`src/rtl/subtrator_pkg.sv`:
```
// Shared types and defaults for the bit-serial subtractor.
package subtrator_pkg;

  localparam int unsigned DEFAULT_N = 8;

  typedef enum logic [1:0] {
    IDLE  = 2'd0,
    SHIFT = 2'd1,
    DONE  = 2'd2
  } state_t;

endpackage

```
`src/rtl/subtratorcompleto_struct.sv`:
```
// Single-bit full subtractor cell: diff = a - b - borrow_in.
// Ports:
//   a, b        operand bits
//   borrow_in   incoming borrow
//   diff        difference bit
//   borrow_out  outgoing borrow
module subtratorcompleto_struct (
  input  logic a,
  input  logic b,
  input  logic borrow_in,
  output logic diff,
  output logic borrow_out
);

  logic a_xor_b;

  assign a_xor_b    = a ^ b;
  assign diff       = a_xor_b ^ borrow_in;
  // Borrow when b exceeds a, or when they match and a borrow is pending.
  assign borrow_out = (~a & b) | (~a_xor_b & borrow_in);

endmodule

```
`src/rtl/subtrator_serial.sv`:
```
// Bit-serial N-bit unsigned subtractor, LSB first, one full-subtractor cell.
// Ports:
//   clk, rst    clock and synchronous active-high reset
//   start       request pulse, honoured only in IDLE
//   a, b        minuend / subtrahend, captured on the accepting edge
//   busy        high while bits are being processed
//   done        one-cycle pulse when diff/borrow_out are final
//   diff        a - b mod 2^N, held until the next operation completes
//   borrow_out  final borrow, 1 iff a < b
module subtrator_serial
  import subtrator_pkg::*;
#(
  parameter int unsigned N = DEFAULT_N
) (
  input  logic         clk,
  input  logic         rst,
  input  logic         start,
  input  logic [N-1:0] a,
  input  logic [N-1:0] b,
  output logic         busy,
  output logic         done,
  output logic [N-1:0] diff,
  output logic         borrow_out
);

  localparam int unsigned CW = $clog2(N);

  state_t        state;
  state_t        state_next;
  logic [N-1:0]  sa;
  logic [N-1:0]  sb;
  logic [N-1:0]  res;
  logic          borrow_q;
  logic [CW-1:0] count;
  logic          last_bit;
  logic          cell_diff;
  logic          cell_borrow;

  assign last_bit = (count == CW'(N - 1));

  // The only subtraction logic: one cell fed from the operand LSBs.
  subtratorcompleto_struct u_cell (
    .a          (sa[0]),
    .b          (sb[0]),
    .borrow_in  (borrow_q),
    .diff       (cell_diff),
    .borrow_out (cell_borrow)
  );

  // Next-state logic.
  always_comb begin
    state_next = state;
    unique case (state)
      IDLE:    if (start) state_next = SHIFT;
      SHIFT:   if (last_bit) state_next = DONE;
      DONE:    state_next = IDLE;
      default: state_next = IDLE;
    endcase
  end

  // State register with busy/done registered alongside as state decodes.
  always_ff @(posedge clk) begin
    if (rst) begin
      state <= IDLE;
      busy  <= 1'b0;
      done  <= 1'b0;
    end else begin
      state <= state_next;
      busy  <= (state_next == SHIFT);
      done  <= (state_next == DONE);
    end
  end

  // Datapath: operand shifters, borrow flop, counter and result registers.
  always_ff @(posedge clk) begin
    if (rst) begin
      sa         <= '0;
      sb         <= '0;
      res        <= '0;
      borrow_q   <= 1'b0;
      count      <= '0;
      diff       <= '0;
      borrow_out <= 1'b0;
    end else if (state == IDLE && start) begin
      sa       <= a;
      sb       <= b;
      res      <= '0;
      borrow_q <= 1'b0;
      count    <= '0;
    end else if (state == SHIFT) begin
      // Right shift with new bit at MSB: bit i settles at position i after N shifts.
      res      <= {cell_diff, res[N-1:1]};
      borrow_q <= cell_borrow;
      sa       <= sa >> 1;
      sb       <= sb >> 1;
      count    <= count + CW'(1);
      if (last_bit) begin
        diff       <= {cell_diff, res[N-1:1]};
        borrow_out <= cell_borrow;
      end
    end
  end

endmodule

```
`config.mk`:
```
export PLATFORM = sky130hd
export DESIGN_NAME = subtrator_serial
export DESIGN_NICKNAME = d
export VERILOG_FILES = /design/src/rtl/subtrator_pkg.sv /design/src/rtl/subtratorcompleto_struct.sv /design/src/rtl/subtrator_serial.sv
export SDC_FILE = /design/constraint.sdc
export NUM_CORES = 1
export LEC_CHECK = 0
export ABC_AREA = 1
export BUFFER_PORTS_ARGS = -buffer_cell sky130_fd_sc_hd__buf_4
export CAP_MARGIN = 10
export CORE_UTILIZATION = 37
export DETAILED_ROUTE_END_ITERATION = 6
export GPL_ROUTABILITY_DRIVEN = 0
export PLACE_DENSITY_LB_ADDON = 0.08
export RECOVER_POWER = 100
export REMOVE_ABC_BUFFERS = 1
export SLEW_MARGIN = 20
export SYNTH_ARGS = -nofsm -noshare
export SYNTH_HDL_FRONTEND = slang
export SYNTH_SLANG_ARGS = --single-unit
```
`constraint.sdc`:
```
create_clock -name clk -period 1.55 [get_ports clk]
set_input_delay 0.155 -clock clk [delete_from_list [all_inputs] [get_ports clk]]
set_output_delay 0.155 -clock clk [all_outputs]
set_load 0.005 [all_outputs]
```
==> run metrics, run 1 <==
status finished, final reports clean; antenna cell count 0; skew final 5.87 ps; R2R Setup Slk 190 ps; RR Endpoint count[0]; dpl hpwl 2360 um; maximum vdd drop 0.527 mV; Tcrit/Tclk final 87.6%; Die Y 70.9 um; Slew Limit Fails 0; Tot GR Track Use 15.7%; share of async-settable or async-resettable flops after synthesis 0%; syn_area_per_cell 7.41 sq um; Crit Path Max Fanout 10; WP buf/inv 2; Setup CP Type flip-flop to flip-flop; DRC violation total after the first TritonRoute iteration 86; placed cells 313; # DRC 0; Ys Warns 0; vias per cell 4.68; top-count cell post-synth nand2_1; Startpoint Class flip-flop; static leakage 0.941 nW; H-tree levels 2; Top FF cell, synth dfxtp_1; arrival time at the worst endpoint 1540 ps; Crit path depth 6; most area-consuming cells after synthesis dfxtp_1, nand2_1, a21oi_1, nand3_1, nor2_1; clock-pin slew on the worst setup and hold paths 70 ps; Max Buffers Root-to-Sink 2; Layout Cell Area excl Fill 0.00208 sq mm; Post-Route WL 3470 um; post-synth top area cell dfxtp_1; vias in the first global route 1416; CP top delay family simple AND/OR/NAND/NOR gates; slew margin rel. 81.5%; Core ar. 0.00444 sq mm; CTS root buffer clkbuf_8; RSZ-0062 raised after global routing no; DRT Pass-1 Iters 6; Hold Fails Final Rpt 0; DRT antenna net count 0; Cell Count, Final, Fillers Out 321; Final min period 1360 ps; via count 1501; ranking of synthesized cells by instance count nand2_1, dfxtp_1, nor2_1; Cell variety after synth 23; Rows 24; largest net degree at the start of global routing 29; IO Count 30; Crit. End Element flip-flop; first-pass GRT wire length 6290 um; PortBufs 29; critical path's slowest cell dfxtp_1; post-synth top area share 45.6%; Synth Area in XOR/XNOR 0.499%; Multi-input gate area 776 sq um; combinational family with the most area after synthesis simple AND/OR/NAND/NOR gates; Final Setup Violations 0; Post-CTS Hold Fix Bufs 0; critical path endpoint count[0]; Post-synth EDFFs 0; post-synthesis sequential area ratio 45.6%; max_cap viols 0; starting density of the core 39.5%; simple-gate share of the synthesized area 29.2%; Peak Freq 0.736 GHz; Worst Setup SP state[1]; CTS resizes 0; flops & latches, synth 40; Die X-Extent 70.9 um; CTS buffer count 5; CTS sink cnt 40; required time of the critical path 1730 ps; multiplexer share of the synthesized area 0%; Synth Area in Compound Gates 12.5%; Post-Place Setup Slack 251 ps; Wirelength per Cell 10.8 um; Fin Hold WS 63.7 ps; CTS tree done; DP Area 0.00200 sq mm; Worst path max stage delay 330 ps; PwrDens 997 mW/mm^2; Worst-Skew Late Latency 290 ps; setup bufs post-CTS 0; layout cells sized above 1 18.2%; setup TNS 0 ps; Filler cells 478; final setup margin 192 ps; Cell Chain, Critical Path inv_1 > nand2_1 > nor2_1 > inv_2 > nand2_2 > nor2_1; GRT overflow 0; Area Overhead vs Synth 18.3%; cell mode on critical path nor2_1; adder-cell share of the synthesized area 2.57%; reg2reg path depth 6; worst r2r src state[1]; initial antenna violation count 0; Synth Cell Area 0.00176 sq mm; Tightest Hold Check Type primary input to flip-flop; NumNets Final 290; Least-Margin Pin Slew 277 ps; Mapped Cells 237; Sequential cell area 801 sq um; total die area 0.00502 sq mm
placed cells by master (no fill, tap or decap), drive strengths merged:
| cell type | n |
|---|---|
| fa | 1 |
| clkinv | 1 |
| a21oi | 27 |
| nand3 | 25 |
| nand2 | 56 |
| nor2 | 34 |
| ha | 2 |
| o21ai | 17 |
| inv | 22 |
| dfxtp | 40 |
| xor2 | 1 |
| clkbuf | 18 |
| buf | 25 |
kinds of logic (layout without fill, tap and decap cells):
| group | after synthesis | after routing |
|---|---|---|
| adders and majority gates | 3 | 3 |
| AOI/OAI and AO/OA | 44 | 44 |
| and+or+nand+nor | 115 | 115 |
| DFF | 40 | 40 |
| xor gates and xnor gates | 1 | 1 |
| buffers and inverters | 34 | 66 |
per-layer routing:
metal / vias up / GRT usage, % / part of all wire, %
met5: - / 0 / 0
met4: 0 / 6.67 / 1.5
met3: 5 / 3.85 / 3.8
met2: 22 / 22.9 / 40
met1: 655 / 22.1 / 55
li1: 819 / - / -
state kept, by name (all words and copies together), names as in the netlist:
name and flops:
state 2, done 1, borrow_out 1, busy 1, sa 8, count 3
diff 8, res 7, sb 8, borrow_q 1
worst reg2reg max path, cell delays in order (launching register included):
cell,delay (ps)
dfxtp_1,330
inv_1,110
nand2_1,190
nor2_1,260
inv_2,90
nand2_2,180
nor2_1,80
area by class of cell:
type | count | area share [%]
sequential | 40 | 38.6
multi-input combinational | 163 | 37.3
timing repair buffer | 35 | 12.5
clock buffer | 8 | 4.34
inverter | 23 | 4.16
tap | 52 | 3.13
metrics by stage:
step | power [W] | utilization [%]
global route | 0.00218 | 46.7
detailed placement | 0.00141 | 45.0
finish | 0.00207 | 46.7
floorplan | 0.00129 | -
CTS | 0.00211 | 47.0
global placement | 0.00140 | 45.0
how the worst min path moves through the flow:
| stage | from | to | slack (ps) | depth (start not counted) |
|---|---|---|---|---|
| after floorplan | rst | busy | 220 | 1 |
| after global placement | rst | sa[7] | 360 | 2 |
| after detailed placement | rst | sa[7] | 370 | 2 |
| after CTS | rst | sa[7] | 60 | 2 |
| after global routing | rst | sa[7] | 60 | 2 |
| final | rst | sa[7] | 60 | 2 |
power breakdown:
group	total (W)	switching, W	internal [W]	leakage [nW]
Clock	0.000700	0.000337	0.000363	0.0455
Sequential	0.00110	0.0000234	0.00107	0.326
Combinational	0.000275	0.000161	0.000114	0.569
Total	0.00207	0.000521	0.00155	0.941
No activity file was read; power rests on OpenSTA's default activity.
==> run 2: changes to the inputs <==
--- a/config.mk
+++ b/config.mk
@@ -5,7 +5,6 @@
 export SDC_FILE = /design/constraint.sdc
 export NUM_CORES = 1
 export LEC_CHECK = 0
-export ABC_AREA = 1
 export BUFFER_PORTS_ARGS = -buffer_cell sky130_fd_sc_hd__buf_4
 export CAP_MARGIN = 10
 export CORE_UTILIZATION = 37
==> run 2 against run 1 <==
  * Clock power up 20%
  * Sequential cell count unchanged
  * Routed wire length down 12%
  * Final area down 6.6%
  * Critical endpoint is now res[7]
==> run metrics, run 2 <==
slew margin rel. 69.5% (-12 points); Startpoint Class flip-flop; top flop regs diff x8, sa x8, sb x8; Mapped Cells 185 (-22%); vias in the first global route 1132 (-20%); total die area 0.00458 sq mm (-8.9%); Least-Margin Pin Slew 458 ps (+181 ps); CTS sink cnt 40 (unchanged); Core ar. 0.00406 sq mm (-8.7%); Tot GR Track Use 15.2% (-0.43 points); dpl hpwl 2130 um (-9.8%); Hold Fails Final Rpt 0 (unchanged); Ys Warns 0 (unchanged); maximum vdd drop 0.532 mV (+0.98%); H-tree levels 2 (unchanged); DP Area 0.00183 sq mm (-8.3%); syn_area_per_cell 8.62 sq um (+16%); reg2reg path depth 3 (-3); Max Buffers Root-to-Sink 2 (unchanged); Combinational Power Share 10.0% (-3.3 points); Top FF cell, synth dfxtp_1; Clk pwr share 39.2% (+5.4 points); post-synthesis sequential area ratio 50.2% (+4.6 points); top-count cell post-synth dfxtp_1; # DRC 0 (unchanged); flops & latches, synth 40 (unchanged); cell internal pwr 0.00164 W (+6.1%); Die X-Extent 67.7 um (-4.5%); static leakage 0.768 nW (-18%); DRT antenna net count 0 (unchanged); R2R Setup Slk 160 ps (-30 ps); share of async-settable or async-resettable flops after synthesis 0% (unchanged); Wirelength per Cell 11.4 um (+5.7%); Crit. End Element flip-flop; critical path endpoint res[7]; Post-synth EDFFs 0 (unchanged); post-synth top area share 50.2% (+4.6 points); Slew Limit Fails 0 (unchanged); RR Endpoint res[7]; Die Y 67.7 um (-4.5%); M2 GR Usage 25.1% (+2.3 points); Area Overhead vs Synth 21.6%; CTS root buffer clkbuf_8; switching part of the total 23.6% (-1.6 points); vias per cell 4.86 (+4.0%); Cell variety after synth 28 (+22%); GRT overflow 0 (unchanged); ranking of synthesized cells by instance count dfxtp_1, nor2_1, nand2_1; initial antenna violation count 0 (unchanged); Final min period 1390 ps (+31.3 ps); RSZ-0062 raised after global routing no; Tightest Hold Check Type primary input to flip-flop; Final Setup Violations 0 (unchanged); Worst Setup SP state[1]; clock-pin slew on the worst setup and hold paths 80 ps (about the same); CTS buffer count 5 (unchanged); Filler cells 414 (-13%); status finished, final reports clean; GRT busiest layer met2; NumNets Final 237 (-18%); arrival time at the worst endpoint 1550 ps (about the same); post-synth top area cell dfxtp_1; Worst-Skew Late Latency 290 ps (about the same); setup bufs post-CTS 0 (unchanged); met1 Usage GRT 17.9% (-4.2 points); DRT Pass-1 Iters 4 (-2); most area-consuming cells after synthesis dfxtp_1, nor2_1, nand2_1, a21oi_1, nor4_1; setup TNS 0 ps (unchanged); antenna cell count 0 (unchanged); PortBufs 29 (unchanged); worst r2r src state[1]; Peak Freq 0.720 GHz (-2.3%); via count 1293 (-14%); Tcrit/Tclk final 89.7% (+2.0 points); most frequent cells in the layout dfxtp_1, nor2_1, nand2_1; Synth Cell Area 0.00160 sq mm (-9.1%); most common cell after layout, fill and taps aside dfxtp_1; routing usage on met3 5.57% (+1.7 points); IO Count 30 (unchanged); required time of the critical path 1710 ps (-20 ps); switching power 0.000507 W (-2.7%); Layout Cell Area excl Fill 0.00194 sq mm (-6.6%); DRC violation total after the first TritonRoute iteration 85 (-1.2%); CTS tree done; Setup CP Type flip-flop to flip-flop; first-pass GRT wire length 5060 um (-19%); starting density of the core 39.3% (-0.18 points); skew final 8.87 ps (+3.00 ps); Fin Hold WS 116 ps (+51.9 ps); Crit Path Max Fanout 11 (+1); Rows 23 (-4.2%); Post-Route WL 3040 um (-12%); Reg power frac 50.9% (-2.0 points); largest net degree at the start of global routing 31 (+6.9%); PwrDens 1110 mW/mm^2 (+11%); max_cap viols 0 (unchanged); layout cells sized above 1 25.0% (+6.8 points)
-- run 2: cell count changes in the layout (fill, tap and decap cells not counted), sizes merged, moves of 3 or more --
cell,delta
nor4,+13
nor2,+13
a211oi,+3
nand2,-30
a21oi,-9
inv,-21
o21ai,-17
nand3,-17
-- run 2: cell type report --
cell class                      instances  area (sq um)  area share [%]
Sequential cell                        40           801            41.3
Tap cell                               50          62.6            3.23
Inverter                                1          3.75           0.194
Clock buffer                            5          68.8            3.55
Multi-Input combinational cell        131           697            35.9
Clock inverter                          3          42.5            2.19
Timing Repair Buffer                   36           264            13.6
-- run 2: worst min path at each step --
| stage | from | to | slack, ps | cells after the start |
|---|---|---|---|---|
| final | a[7] | sa[7] | 120 | 3 |
| after global routing | a[7] | sa[7] | 120 | 3 |
| after CTS | a[7] | sa[7] | 110 | 3 |
| after detailed placement | a[7] | sa[7] | 420 | 3 |
| after global placement | b[7] | sb[7] | 410 | 3 |
| after floorplan | rst | borrow_out | 220 | 1 |
-- run 2: through the flow --
step | utilization [%] | cells | setup slack, ps | total power [W]
6_report | 47.8 | 266 | 160 | 0.00215
2_1_floorplan | - | 172 | -171 | 0.00123
3_5_place_dp | 45.2 | 258 | 153 | 0.00134
3_3_place_gp | 45.2 | 258 | 166 | 0.00133
4_1_cts | 47.9 | 266 | 122 | 0.00219
5_1_grt | 47.8 | 266 | 25.3 | 0.00225
-- run 2: layer usage --
metal | part of all wire (%) | wire length, um
met5 | 0 | 0
met4 | 0.99 | 30
met3 | 3.8 | 115
met2 | 48 | 1460
met1 | 47 | 1430
-- run 2: cells by family after synthesis --
family                     count (synthesis)  share of synthesized area, %
AOI/OAI and AO/OA                         27                          10.2
xor gates and xnor gates                   1                         0.549
adders and majority gates                  3                          2.82
buffers and inverters                     14                          6.12
DFF                                       40                          50.2
and+or+nand+nor                          100                          30.1
-- run 2: repair_timing --
action | 4_1_cts | 5_1_grt
hold buffers | 0 | 0
setup endpoints to repair | 0 | 1
endpoints found under the hold margin | 0 | 0
resized for setup | 0 | 1
-- run 2: power groups by stage --
stage               registers (W)  logic (W)  clock network [W]
global placement          0.00112   0.000216                  0
floorplan                 0.00112   0.000118                  0
detailed placement        0.00112   0.000218                  0
CTS                       0.00109   0.000219           0.000877
finish                    0.00109   0.000214           0.000843
global route              0.00110   0.000242           0.000909
-- run 2: worst max-delay path: stages, from the launching register on --
cell,delay [ps]
dfxtp_1,370
or3b_4,450
nand2b_1,350
a211oi_1,90
